**src/rtl/kbd_arb_pkg.sv**
```systemverilog
`default_nettype none
// +--------------------------------------------------------------------------+
// | kbd_arb_pkg                                                              |
// | Shared register map, status bit positions and source encoding for the    |
// | keyboard source arbiter.                                                 |
// | Revision: 1.0                                                            |
// +--------------------------------------------------------------------------+
package kbd_arb_pkg;

    localparam logic KBD_REG_DATA = 1'b0;
    localparam logic KBD_REG_STAT = 1'b1;

    localparam int STAT_RDY = 7;
    localparam int STAT_OVF = 6;

    typedef enum logic {
        SRC_PS2  = 1'b0,
        SRC_UART = 1'b1
    } kbd_src_e;

    // Folds 'a'..'z' onto 'A'..'Z'; all other codes pass through.
    function automatic logic [7:0] kbd_upcase(input logic [7:0] b);
        if (b >= 8'h61 && b <= 8'h7A) begin
            return b - 8'h20;
        end
        return b;
    endfunction

endpackage
`default_nettype wire

```
**src/rtl/kbd_fifo.sv**
```systemverilog
`default_nettype none
// +--------------------------------------------------------------------------+
// | kbd_fifo                                                                 |
// | Power-of-two byte FIFO with a combinational head and an occupancy count. |
// | Revision: 1.0                                                            |
// +--------------------------------------------------------------------------+
module kbd_fifo #(
    parameter int FIFO_DEPTH = 8
) (
    input  logic                          clk25,
    input  logic                          rst_n,
    input  logic                          wr_en,
    input  logic [7:0]                    wr_data,
    input  logic                          rd_en,
    output logic [7:0]                    rd_data,
    output logic                          empty,
    output logic                          full,
    output logic [$clog2(FIFO_DEPTH):0]   count
);

    localparam int PTR_W = $clog2(FIFO_DEPTH);
    localparam int CNT_W = PTR_W + 1;
    localparam logic [CNT_W-1:0] FULL_COUNT = CNT_W'(FIFO_DEPTH);

    logic [7:0]       mem_q [FIFO_DEPTH];
    logic [PTR_W-1:0] wr_ptr_q, wr_ptr_d;
    logic [PTR_W-1:0] rd_ptr_q, rd_ptr_d;
    logic [CNT_W-1:0] count_q, count_d;
    logic             do_wr, do_rd;

    // A write into a full FIFO is accepted only when a read frees a slot in the same cycle.
    always_comb begin
        do_rd    = rd_en & (count_q != '0);
        do_wr    = wr_en & ((count_q != FULL_COUNT) | do_rd);
        wr_ptr_d = wr_ptr_q + PTR_W'(do_wr);
        rd_ptr_d = rd_ptr_q + PTR_W'(do_rd);
        count_d  = count_q + CNT_W'(do_wr) - CNT_W'(do_rd);
    end

    always_ff @(posedge clk25) begin
        if (!rst_n) begin
            wr_ptr_q <= '0;
            rd_ptr_q <= '0;
            count_q  <= '0;
        end else begin
            wr_ptr_q <= wr_ptr_d;
            rd_ptr_q <= rd_ptr_d;
            count_q  <= count_d;
        end
    end

    always_ff @(posedge clk25) begin
        if (do_wr) begin
            mem_q[wr_ptr_q] <= wr_data;
        end
    end

    assign rd_data = mem_q[rd_ptr_q];
    assign empty   = (count_q == '0);
    assign full    = (count_q == FULL_COUNT);
    assign count   = count_q;

endmodule
`default_nettype wire

```
**src/rtl/kbd_source_arbiter.sv**
```systemverilog
`default_nettype none
// +--------------------------------------------------------------------------+
// | kbd_source_arbiter                                                       |
// | Merges PS/2 and UART ASCII bytes into one Apple-1 keyboard register pair |
// | via per-source holding registers, a round-robin arbiter and a FIFO.      |
// | Define KBD_ARB_UPCASE_EN to fold lowercase letters on FIFO write.        |
// | Revision: 1.0                                                            |
// +--------------------------------------------------------------------------+
module kbd_source_arbiter
    import kbd_arb_pkg::*;
#(
    parameter int FIFO_DEPTH = 8
) (
    input  logic       clk25,
    input  logic       rst_n,
    input  logic [7:0] ps2_data,
    input  logic       ps2_valid,
    input  logic [7:0] uart_data,
    input  logic       uart_valid,
    input  logic       cs,
    input  logic       address,
    output logic [7:0] dout
);

    localparam int PTR_W = $clog2(FIFO_DEPTH);

    logic [7:0] ps2_hold_q, ps2_hold_d;
    logic       ps2_hv_q, ps2_hv_d;
    logic [7:0] uart_hold_q, uart_hold_d;
    logic       uart_hv_q, uart_hv_d;
    kbd_src_e   rr_last_q, rr_last_d;
    logic       ovf_q, ovf_d;
    logic [7:0] last_popped_q, last_popped_d;
    logic [7:0] dout_q, dout_d;

    logic       fifo_empty, fifo_full;
    logic [7:0] fifo_rd_data;
    logic [PTR_W:0] fifo_count;
    logic       count_unused;

    logic       pop, write_ok, stat_rd, ovf_evt;
    logic       grant_ps2, grant_uart, push;
    logic [7:0] push_raw, push_byte, stat_word;

    always_comb begin
        pop      = cs && (address == KBD_REG_DATA) && !fifo_empty;
        stat_rd  = cs && (address == KBD_REG_STAT);
        write_ok = !fifo_full || pop;

        grant_ps2  = write_ok && ps2_hv_q  && (!uart_hv_q || rr_last_q == SRC_UART);
        grant_uart = write_ok && uart_hv_q && (!ps2_hv_q  || rr_last_q == SRC_PS2);
        push       = grant_ps2 || grant_uart;
        push_raw   = grant_ps2 ? ps2_hold_q : uart_hold_q;
`ifdef KBD_ARB_UPCASE_EN
        push_byte  = kbd_upcase(push_raw);
`else
        push_byte  = push_raw;
`endif

        // The pointer only moves on a contested grant, so a lone source never steals the next tie.
        rr_last_d = rr_last_q;
        if (grant_ps2 && uart_hv_q) begin
            rr_last_d = SRC_PS2;
        end
        if (grant_uart && ps2_hv_q) begin
            rr_last_d = SRC_UART;
        end

        ovf_evt    = 1'b0;
        ps2_hold_d = ps2_hold_q;
        ps2_hv_d   = ps2_hv_q & ~grant_ps2;
        if (ps2_valid) begin
            ovf_evt    = ps2_hv_d;
            ps2_hold_d = ps2_data;
            ps2_hv_d   = 1'b1;
        end

        uart_hold_d = uart_hold_q;
        uart_hv_d   = uart_hv_q & ~grant_uart;
        if (uart_valid) begin
            ovf_evt     = ovf_evt | uart_hv_d;
            uart_hold_d = uart_data;
            uart_hv_d   = 1'b1;
        end

        ovf_d         = (ovf_q & ~stat_rd) | ovf_evt;
        last_popped_d = pop ? fifo_rd_data : last_popped_q;

        stat_word           = 8'h00;
        stat_word[STAT_RDY] = !fifo_empty;
        stat_word[STAT_OVF] = ovf_q;

        dout_d = dout_q;
        if (stat_rd) begin
            dout_d = stat_word;
        end else if (cs) begin
            dout_d = fifo_empty ? {1'b1, last_popped_q[6:0]} : {1'b1, fifo_rd_data[6:0]};
        end
    end

    always_ff @(posedge clk25) begin
        if (!rst_n) begin
            ps2_hold_q    <= 8'h00;
            ps2_hv_q      <= 1'b0;
            uart_hold_q   <= 8'h00;
            uart_hv_q     <= 1'b0;
            rr_last_q     <= SRC_UART;
            ovf_q         <= 1'b0;
            last_popped_q <= 8'h00;
            dout_q        <= 8'h00;
        end else begin
            ps2_hold_q    <= ps2_hold_d;
            ps2_hv_q      <= ps2_hv_d;
            uart_hold_q   <= uart_hold_d;
            uart_hv_q     <= uart_hv_d;
            rr_last_q     <= rr_last_d;
            ovf_q         <= ovf_d;
            last_popped_q <= last_popped_d;
            dout_q        <= dout_d;
        end
    end

    kbd_fifo #(
        .FIFO_DEPTH (FIFO_DEPTH)
    ) u_fifo (
        .clk25   (clk25),
        .rst_n   (rst_n),
        .wr_en   (push),
        .wr_data (push_byte),
        .rd_en   (pop),
        .rd_data (fifo_rd_data),
        .empty   (fifo_empty),
        .full    (fifo_full),
        .count   (fifo_count)
    );

    assign count_unused = ^fifo_count;
    assign dout         = dout_q;

endmodule
`default_nettype wire
```
**config.mk**
```make
export PLATFORM = sky130hd
export DESIGN_NAME = kbd_source_arbiter
export DESIGN_NICKNAME = d
export VERILOG_FILES = /design/src/rtl/kbd_arb_pkg.sv /design/src/rtl/kbd_fifo.sv /design/src/rtl/kbd_source_arbiter.sv
export SDC_FILE = /design/constraint.sdc
export NUM_CORES = 1
export LEC_CHECK = 0
export BUFFER_PORTS_ARGS = -buffer_cell sky130_fd_sc_hd__buf_4
export CAP_MARGIN = 20
export CORE_AREA = 2 2 75 113
export CTS_BUF_LIST = sky130_fd_sc_hd__clkbuf_8 sky130_fd_sc_hd__clkbuf_16
export CTS_CLUSTER_SIZE = 40
export DETAILED_ROUTE_END_ITERATION = 8
export DIE_AREA = 0 0 77 115
export PLACE_DENSITY_LB_ADDON = 0.2
export SETUP_SLACK_MARGIN = 0.05
export SYNTH_ARGS = -nofsm -noshare
export SYNTH_HDL_FRONTEND = slang
export SYNTH_SLANG_ARGS = --single-unit
```
**constraint.sdc**
```tcl
create_clock -name clk25 -period 2.19 [get_ports clk25]
set_input_delay 0 -clock clk25 [delete_from_list [all_inputs] [get_ports clk25]]
set_output_delay 0 -clock clk25 [all_outputs]
set_load 0.01 [all_outputs]
```
### Word-level counts from Yosys, hierarchy flattened

Memory sizes are Yosys's and may differ from the RTL's. A register that Yosys moved wholly into a read port is not among the register bits.
Cells that the tools add are included.

* register bits after elaboration: 45
* bits in writable memories: 64
* bits of input ports: 22
* output and inout port bits: 8
* logic and storage cells: 66
* memories kept: 1

Memories
* u_fifo.mem_q: words 8, bits a word 8, rd ports 1, clocked after memory_dff 1, write ports 1, RTL line kbd_fifo.sv:25 `logic [7:0] mem_q [FIFO_DEPTH];`

* $add $sub $neg: 4
* equal/unequal tests: 2
* multiplexer cells: 11
* bitwise logic cells: 14
* reductions and logical operators: 22

Operator list (number)
* $mux 8: 3
* $logic_and 1x1->1: 9
* $mux 7: 1
* $add 3x1->3: 2
* $mux 1: 6
* $not 1->1: 6
* $and 1x1->1: 5
* $add 4x1->4: 1
* $eq 4x4->1 const B: 1
* $logic_not 1->1: 4
* $logic_not 4->1: 1
* $logic_or 1x1->1: 4
* $ne 4x4->1 const B: 1
* $reduce_bool 4->1: 1
* $reduce_or 2->1: 2
* $sub 4x1->4: 1
* $mux 3: 1
* $or 1x1->1: 3
* $reduce_bool 2->1: 1

### Longest topological paths before layout

* word-level depth: 12
* mapped depth: 11
* depth with buffers taken out: 11

### Cells and area by module

Synthesis repeated with hierarchy kept, for this count alone.

* cells, all modules: 313
* area total of the unflattened synthesis: 4568.1 um^2

Modules (own cells, without submodules)
* kbd_fifo: instances 1, cells an instance 157, area each 3080.5 um^2
* kbd_source_arbiter: instances 1, cells an instance 156, area each 1487.7 um^2

### Least setup slack after synthesis

Ideal clock, no wire load.

* kind: register to register
* from: reg u_fifo.count_q[2] (netlist: u_fifo.count[2])
* to: reg u_fifo.count_q[2] (netlist: u_fifo.count[2])
* library setup time: 115 ps
* data arrival time: 2174 ps
* data required time: 2075 ps
* setup slack: -99 ps
* cell stages (with the launch flop): 11
* path through: dfxtp_1 -> inv_1 -> ha_1 -> nor3b_1 -> nor3b_1 -> ha_1 -> inv_1 -> ha_1 -> fa_1 -> xor2_1 -> and2_1

* cells in the longest elaborated chain, start to end: 10

Ends and longest elaborated chain
* start: declaration: RTL line kbd_fifo.sv:28 `logic [CNT_W-1:0] count_q, count_d;`
* start signal: assignment: RTL line kbd_fifo.sv:48 `count_q <= count_d;`
* $logic_not 4->1 (*): RTL line kbd_fifo.sv:59 `assign empty = (count_q == '0);`
* $logic_not 1->1 (*): RTL line kbd_source_arbiter.sv:46 `pop = cs && (address == KBD_REG_DATA) && !fifo_empty;`
* $logic_and 1x1->1 (*): RTL line kbd_source_arbiter.sv:46
* named net pop: RTL line kbd_source_arbiter.sv:41 `logic pop, write_ok, stat_rd, ovf_evt;`
* $logic_or 1x1->1: RTL line kbd_source_arbiter.sv:48 `write_ok = !fifo_full || pop;`
* $logic_and 1x1->1 (on tied branches) (2 in a row): RTL line kbd_source_arbiter.sv:50, kbd_source_arbiter.sv:51
* $logic_or 1x1->1: RTL line kbd_source_arbiter.sv:52 `push = grant_ps2 || grant_uart;`
* $and 1x1->1: RTL line kbd_fifo.sv:34 `do_wr = wr_en & ((count_q != FULL_COUNT) | do_rd);`
* $add 4x1->4: RTL line kbd_fifo.sv:37 `count_d = count_q + CNT_W'(do_wr) - CNT_W'(do_rd);`
* $sub 4x1->4 (*): RTL line kbd_fifo.sv:37

The timed path passes the listed nets; every way through them passes the cells marked *.
A chain may end at the register's enable or synchronous reset.

### Final worst setup path

* from: reg u_fifo.count_q[2] (netlist: u_fifo.count[2])
* to: reg u_fifo.count_q[2] (netlist: u_fifo.count[2])

* cells in the longest elaborated chain, start to end: 10

Ends and longest elaborated chain (RTL line)
* $logic_not 4->1: kbd_fifo.sv:59
* $logic_not 1->1: kbd_source_arbiter.sv:46
* $logic_and 1x1->1: kbd_source_arbiter.sv:46
* $logic_or 1x1->1: kbd_source_arbiter.sv:48
* $logic_and 1x1->1 (on tied branches) (2 in a row): kbd_source_arbiter.sv:50, kbd_source_arbiter.sv:51
* $logic_or 1x1->1: kbd_source_arbiter.sv:52
* $and 1x1->1: kbd_fifo.sv:34
* $add 4x1->4: kbd_fifo.sv:37
* $sub 4x1->4 (*): kbd_fifo.sv:37

Every way passes the cells marked *; elsewhere a longest branch is shown, timed or not.

==> results.sh <==
export IMPL_synth_compound_area_share_pct=6.08
export IMPL_design_final_nets=367
export IMPL_num_io_pins=30
export IMPL_max_clock_freq_ghz=0.460
export IMPL_final_area_um2=4990
export IMPL_path_cells="inv_2 -> ha_1 -> or3b_4 -> or2_4 -> o21a_1 -> ha_4 -> fa_2 -> xor2_1 -> and2_1"
export IMPL_clock_sinks=99
export IMPL_peakVddDrop_v=0.000560
export IMPL_synth_adder_area_share_pct=3.56
export IMPL_grt_first_pass_wirelength_mm=12.0
export IMPL_place_port_buffers=27
export IMPL_yosys_area_share_xor_xnor_pct=1.07
export IMPL_critPathSlowestCell="sky130_fd_sc_hd__or3b_4"
export IMPL_crit_path_start="u_fifo.count[2]$_SDFF_PN0_"
export IMPL_overflow=0
export IMPL_synth_cell_area_um2=4080
export IMPL_endpoint_kind="flop"
export IMPL_final_cell_mix="56 x sky130_fd_sc_hd__edfxtp_1, 41 x sky130_fd_sc_hd__dfxtp_1, 41 x sky130_fd_sc_hd__buf_4"
export IMPL_antenna_found_initial=0
export IMPL_drtAntennaViolNets=0
export IMPL_finish_utilization_pct=63.1
export IMPL_slew_headroom_pct=47.7
export IMPL_timing_final_crit_period_ns=2.18
export IMPL_dp_hpwl_mm=4.93
export IMPL_slew_violations=0
export IMPL_synth_simple_gate_area_share_pct=9.67
export IMPL_gr_usage_all_layers_pct=18.1
export IMPL_seq_area_frac_synth_pct=62.4
export IMPL_hold_viol=0
export IMPL_globalplace_congestion=0.750
export IMPL_layout_area_overhead_vs_synth_pct=22.3
export IMPL_ys_types=36
export IMPL_final_min_period_over_clock_period_pct=99.3
export IMPL_cts_tree="done"
export IMPL_die_h_um=115
export IMPL_seqCellArea_um2=2540
export IMPL_grt_start_max_net_pins=41
export IMPL_worstSetupPathType="reg -> reg"
export IMPL_cts_buffers_inserted=9
export IMPL_ys_warn_count=0
export IMPL_wirelength_mm=7.29
export IMPL_timing_hold_ws_ns=0.0194
export IMPL_drc_errors=0
export IMPL_final_critical_path_setup_slack_ns=0.0150
export IMPL_routed_via_count_divided_by_cell_count=5.31
export IMPL_clock_insertion_delay_worst_skew_ns=0.34
export IMPL_pwr_density_cell_nw_per_um2=998
export IMPL_p_leak_nw=1.85
export IMPL_preCtsSetupSlack_ns=-0.0286
export IMPL_final_setup_skew_ns=0.00845
export IMPL_cp_required_ns=2.42
export IMPL_post_synth_cell_area_avg_um2=14.6
export IMPL_regToRegStartpoint="u_fifo.count[2]$_SDFF_PN0_"
export IMPL_share_of_layout_cells_above_drive_strength_1_pct=28.0
export IMPL_cp_data_arrival_time_ns=2.40
export IMPL_min_delay_path_class="in -> reg"
export IMPL_setup_violations=0
export IMPL_nFillCells=631
export IMPL_bufs_on_longest_clock_path=2
export IMPL_start_util_pct=51.6
export IMPL_initialDrtViolationCount=115
export IMPL_n_diodes=0
export IMPL_detailed_routing_iteration_count_for_the_pre_antenna_repair_pass=4
export IMPL_fin_tns_setup_ns=0
export IMPL_cp_max_fo=4
export IMPL_synth_mux_area_fraction_pct=14.8
export IMPL_worst_slew_pin_transition_ns=0.781
export IMPL_syn_inst=280
export IMPL_mostFrequentLayoutCell="sky130_fd_sc_hd__edfxtp_1"
export IMPL_post_dp_cell_area_um2=4430
export IMPL_multi_input_comb_area_um2=1530
export IMPL_run_status="finished, final reports clean"
export IMPL_std_cell_rows=40
export IMPL_min_delay_start="uart_valid"
export IMPL_die_width_um=77
export IMPL_drt_wirelength_per_cell_um=16.4
export IMPL_first_global_vias=2345
export IMPL_cts_h_tree_lvls=3
export IMPL_detailroute_via_count=2358
export IMPL_rsz0062_at_grt="yes"
export IMPL_fp_dieArea_um2=8860
export IMPL_largest_family_of_logic_cells_by_synthesized_area="multiplexers"
export IMPL_worst_setup_path_start_kind="flop"
export IMPL_syn_nets=313
export IMPL_postSynthRegisterBits=99
export IMPL_core_area_um2=7910
export IMPL_max_cap_violations=0
export IMPL_clkTransAtPathRegs_ns=0.06
export IMPL_root_buffer_cell="sky130_fd_sc_hd__clkbuf_16"
export IMPL_critical_path_max_stage_delay_ns=0.37
kinds of logic after synthesis:
| family | after synthesis |
|---|---|
| compound gates | 35 |
| mux | 42 |
| buf+inv | 21 |
| fa+ha+maj | 11 |
| xor+xnor | 5 |
| simple gates | 67 |
| flops | 99 |
worst max-delay path: cells and delay by family (launching register included):
kind,cells,cell delay [ns]
and+or+nand+nor,3,0.76
buffers and inverters,1,0.07
xor gates and xnor gates,1,0.14
DFF,1,0.32
adders and majority gates,3,0.63
AOI/OAI and AO/OA,1,0.15
routing by layer:
layer	global-route usage, %	vias up	share of wire, %
li1	-	1136	-
met3	4.00	14	2.6
met1	21.6	1167	40
met4	7.98	0	2.6
met2	31.6	41	55
met5	0	-	0
registers in the layout, summed over array words and instances, names as in the netlist:
register and count:
ps2_hv_q 1, rr_last_q 1, uart_hold_q 7, u_fifo.rd_ptr_q 3, dout 8, u_fifo.mem_q 56, uart_hv_q 1, last_popped_q 7
u_fifo.wr_ptr_q 3, ps2_hold_q 7, ovf_q 1, u_fifo.count 4
repair_timing:
item | in CTS | in global routing
setup endpoints to repair | 55 | 95
pin swaps | 1 | 3
setup buffers | 0 | 3
gates resized for setup | 7 | 19
hold endpoints to repair | 15 | 0
hold buffers | 16 | 0
area by class of cell:
cell class / instances / share of cell area, %
sequential: 99 / 51.0
multi-input combinational: 160 / 30.7
timing repair buffer: 57 / 9.38
clock buffer: 9 / 4.52
tap: 105 / 2.63
clock inverter: 7 / 1.23
inverter: 7 / 0.527
final timing paths:
| kind | endpoint | slack (ns) | cells past startpoint |
|---|---|---|---|
| worst min register to register | last_popped_q[6]$_SDFFE_PN0P_ | 0.47 | 1 |
| worst max-delay path | u_fifo.count[2]$_SDFF_PN0_ | 0.01 | 9 |
| worst min-delay path | uart_hv_q$_SDFF_PN0_ | 0.02 | 2 |
| worst max register to register | u_fifo.count[2]$_SDFF_PN0_ | 0.01 | 9 |
per-stage QoR:
step                std cells  total power [mW]
finish                    444              4.98
global route              444              5.24
CTS                       441              4.94
detailed placement        409              3.39
global placement          409              3.37
floorplan                 280              3.05
synth_stat cells:
library cell,instances,area (um2)
sky130_fd_sc_hd__buf_2,4,20.0
sky130_fd_sc_hd__mux2_2,7,78.8
sky130_fd_sc_hd__o22ai_1,1,6.26
sky130_fd_sc_hd__inv_1,7,26.3
sky130_fd_sc_hd__clkbuf_1,8,30.0
sky130_fd_sc_hd__o21ai_0,8,40.0
sky130_fd_sc_hd__o2bb2ai_1,5,43.8
sky130_fd_sc_hd__buf_6,2,22.5
sky130_fd_sc_hd__o21bai_1,6,45.0
sky130_fd_sc_hd__mux2i_1,21,210
sky130_fd_sc_hd__a22o_1,1,8.76
sky130_fd_sc_hd__a21o_1,2,15.0
sky130_fd_sc_hd__a21oi_1,2,10.0
sky130_fd_sc_hd__dfxtp_1,43,861
sky130_fd_sc_hd__mux4_2,14,315
sky130_fd_sc_hd__nand3b_1,8,60.1
sky130_fd_sc_hd__o211ai_1,3,22.5
sky130_fd_sc_hd__nor3b_1,3,22.5
sky130_fd_sc_hd__or2_1,2,12.5
sky130_fd_sc_hd__a311o_1,1,10.0
sky130_fd_sc_hd__o21a_1,2,15.0
sky130_fd_sc_hd__nand2_1,13,48.8
sky130_fd_sc_hd__fa_1,1,20.0
sky130_fd_sc_hd__ha_1,10,125
sky130_fd_sc_hd__nand3_4,1,17.5
sky130_fd_sc_hd__a21boi_2,1,11.3
sky130_fd_sc_hd__nor2_1,7,26.3
sky130_fd_sc_hd__a21boi_0,1,7.51
sky130_fd_sc_hd__a31oi_1,2,12.5
sky130_fd_sc_hd__and2_1,12,75.1
sky130_fd_sc_hd__edfxtp_1,56,1680
sky130_fd_sc_hd__nor3_1,2,10.0
sky130_fd_sc_hd__xor2_1,5,43.8
sky130_fd_sc_hd__nor2b_1,15,93.8
sky130_fd_sc_hd__or3b_1,1,8.76
sky130_fd_sc_hd__nand2b_1,3,18.8
report_power, final:
group,total (mW),switching (mW),leakage (nW),internal (mW)
combinational,1.14,0.551,0.831,0.587
sequential,2.33,0.110,0.875,2.22
clock,1.51,0.639,0.143,0.871
total,4.98,1.30,1.85,3.68
(Power assumes the default switching activity.)
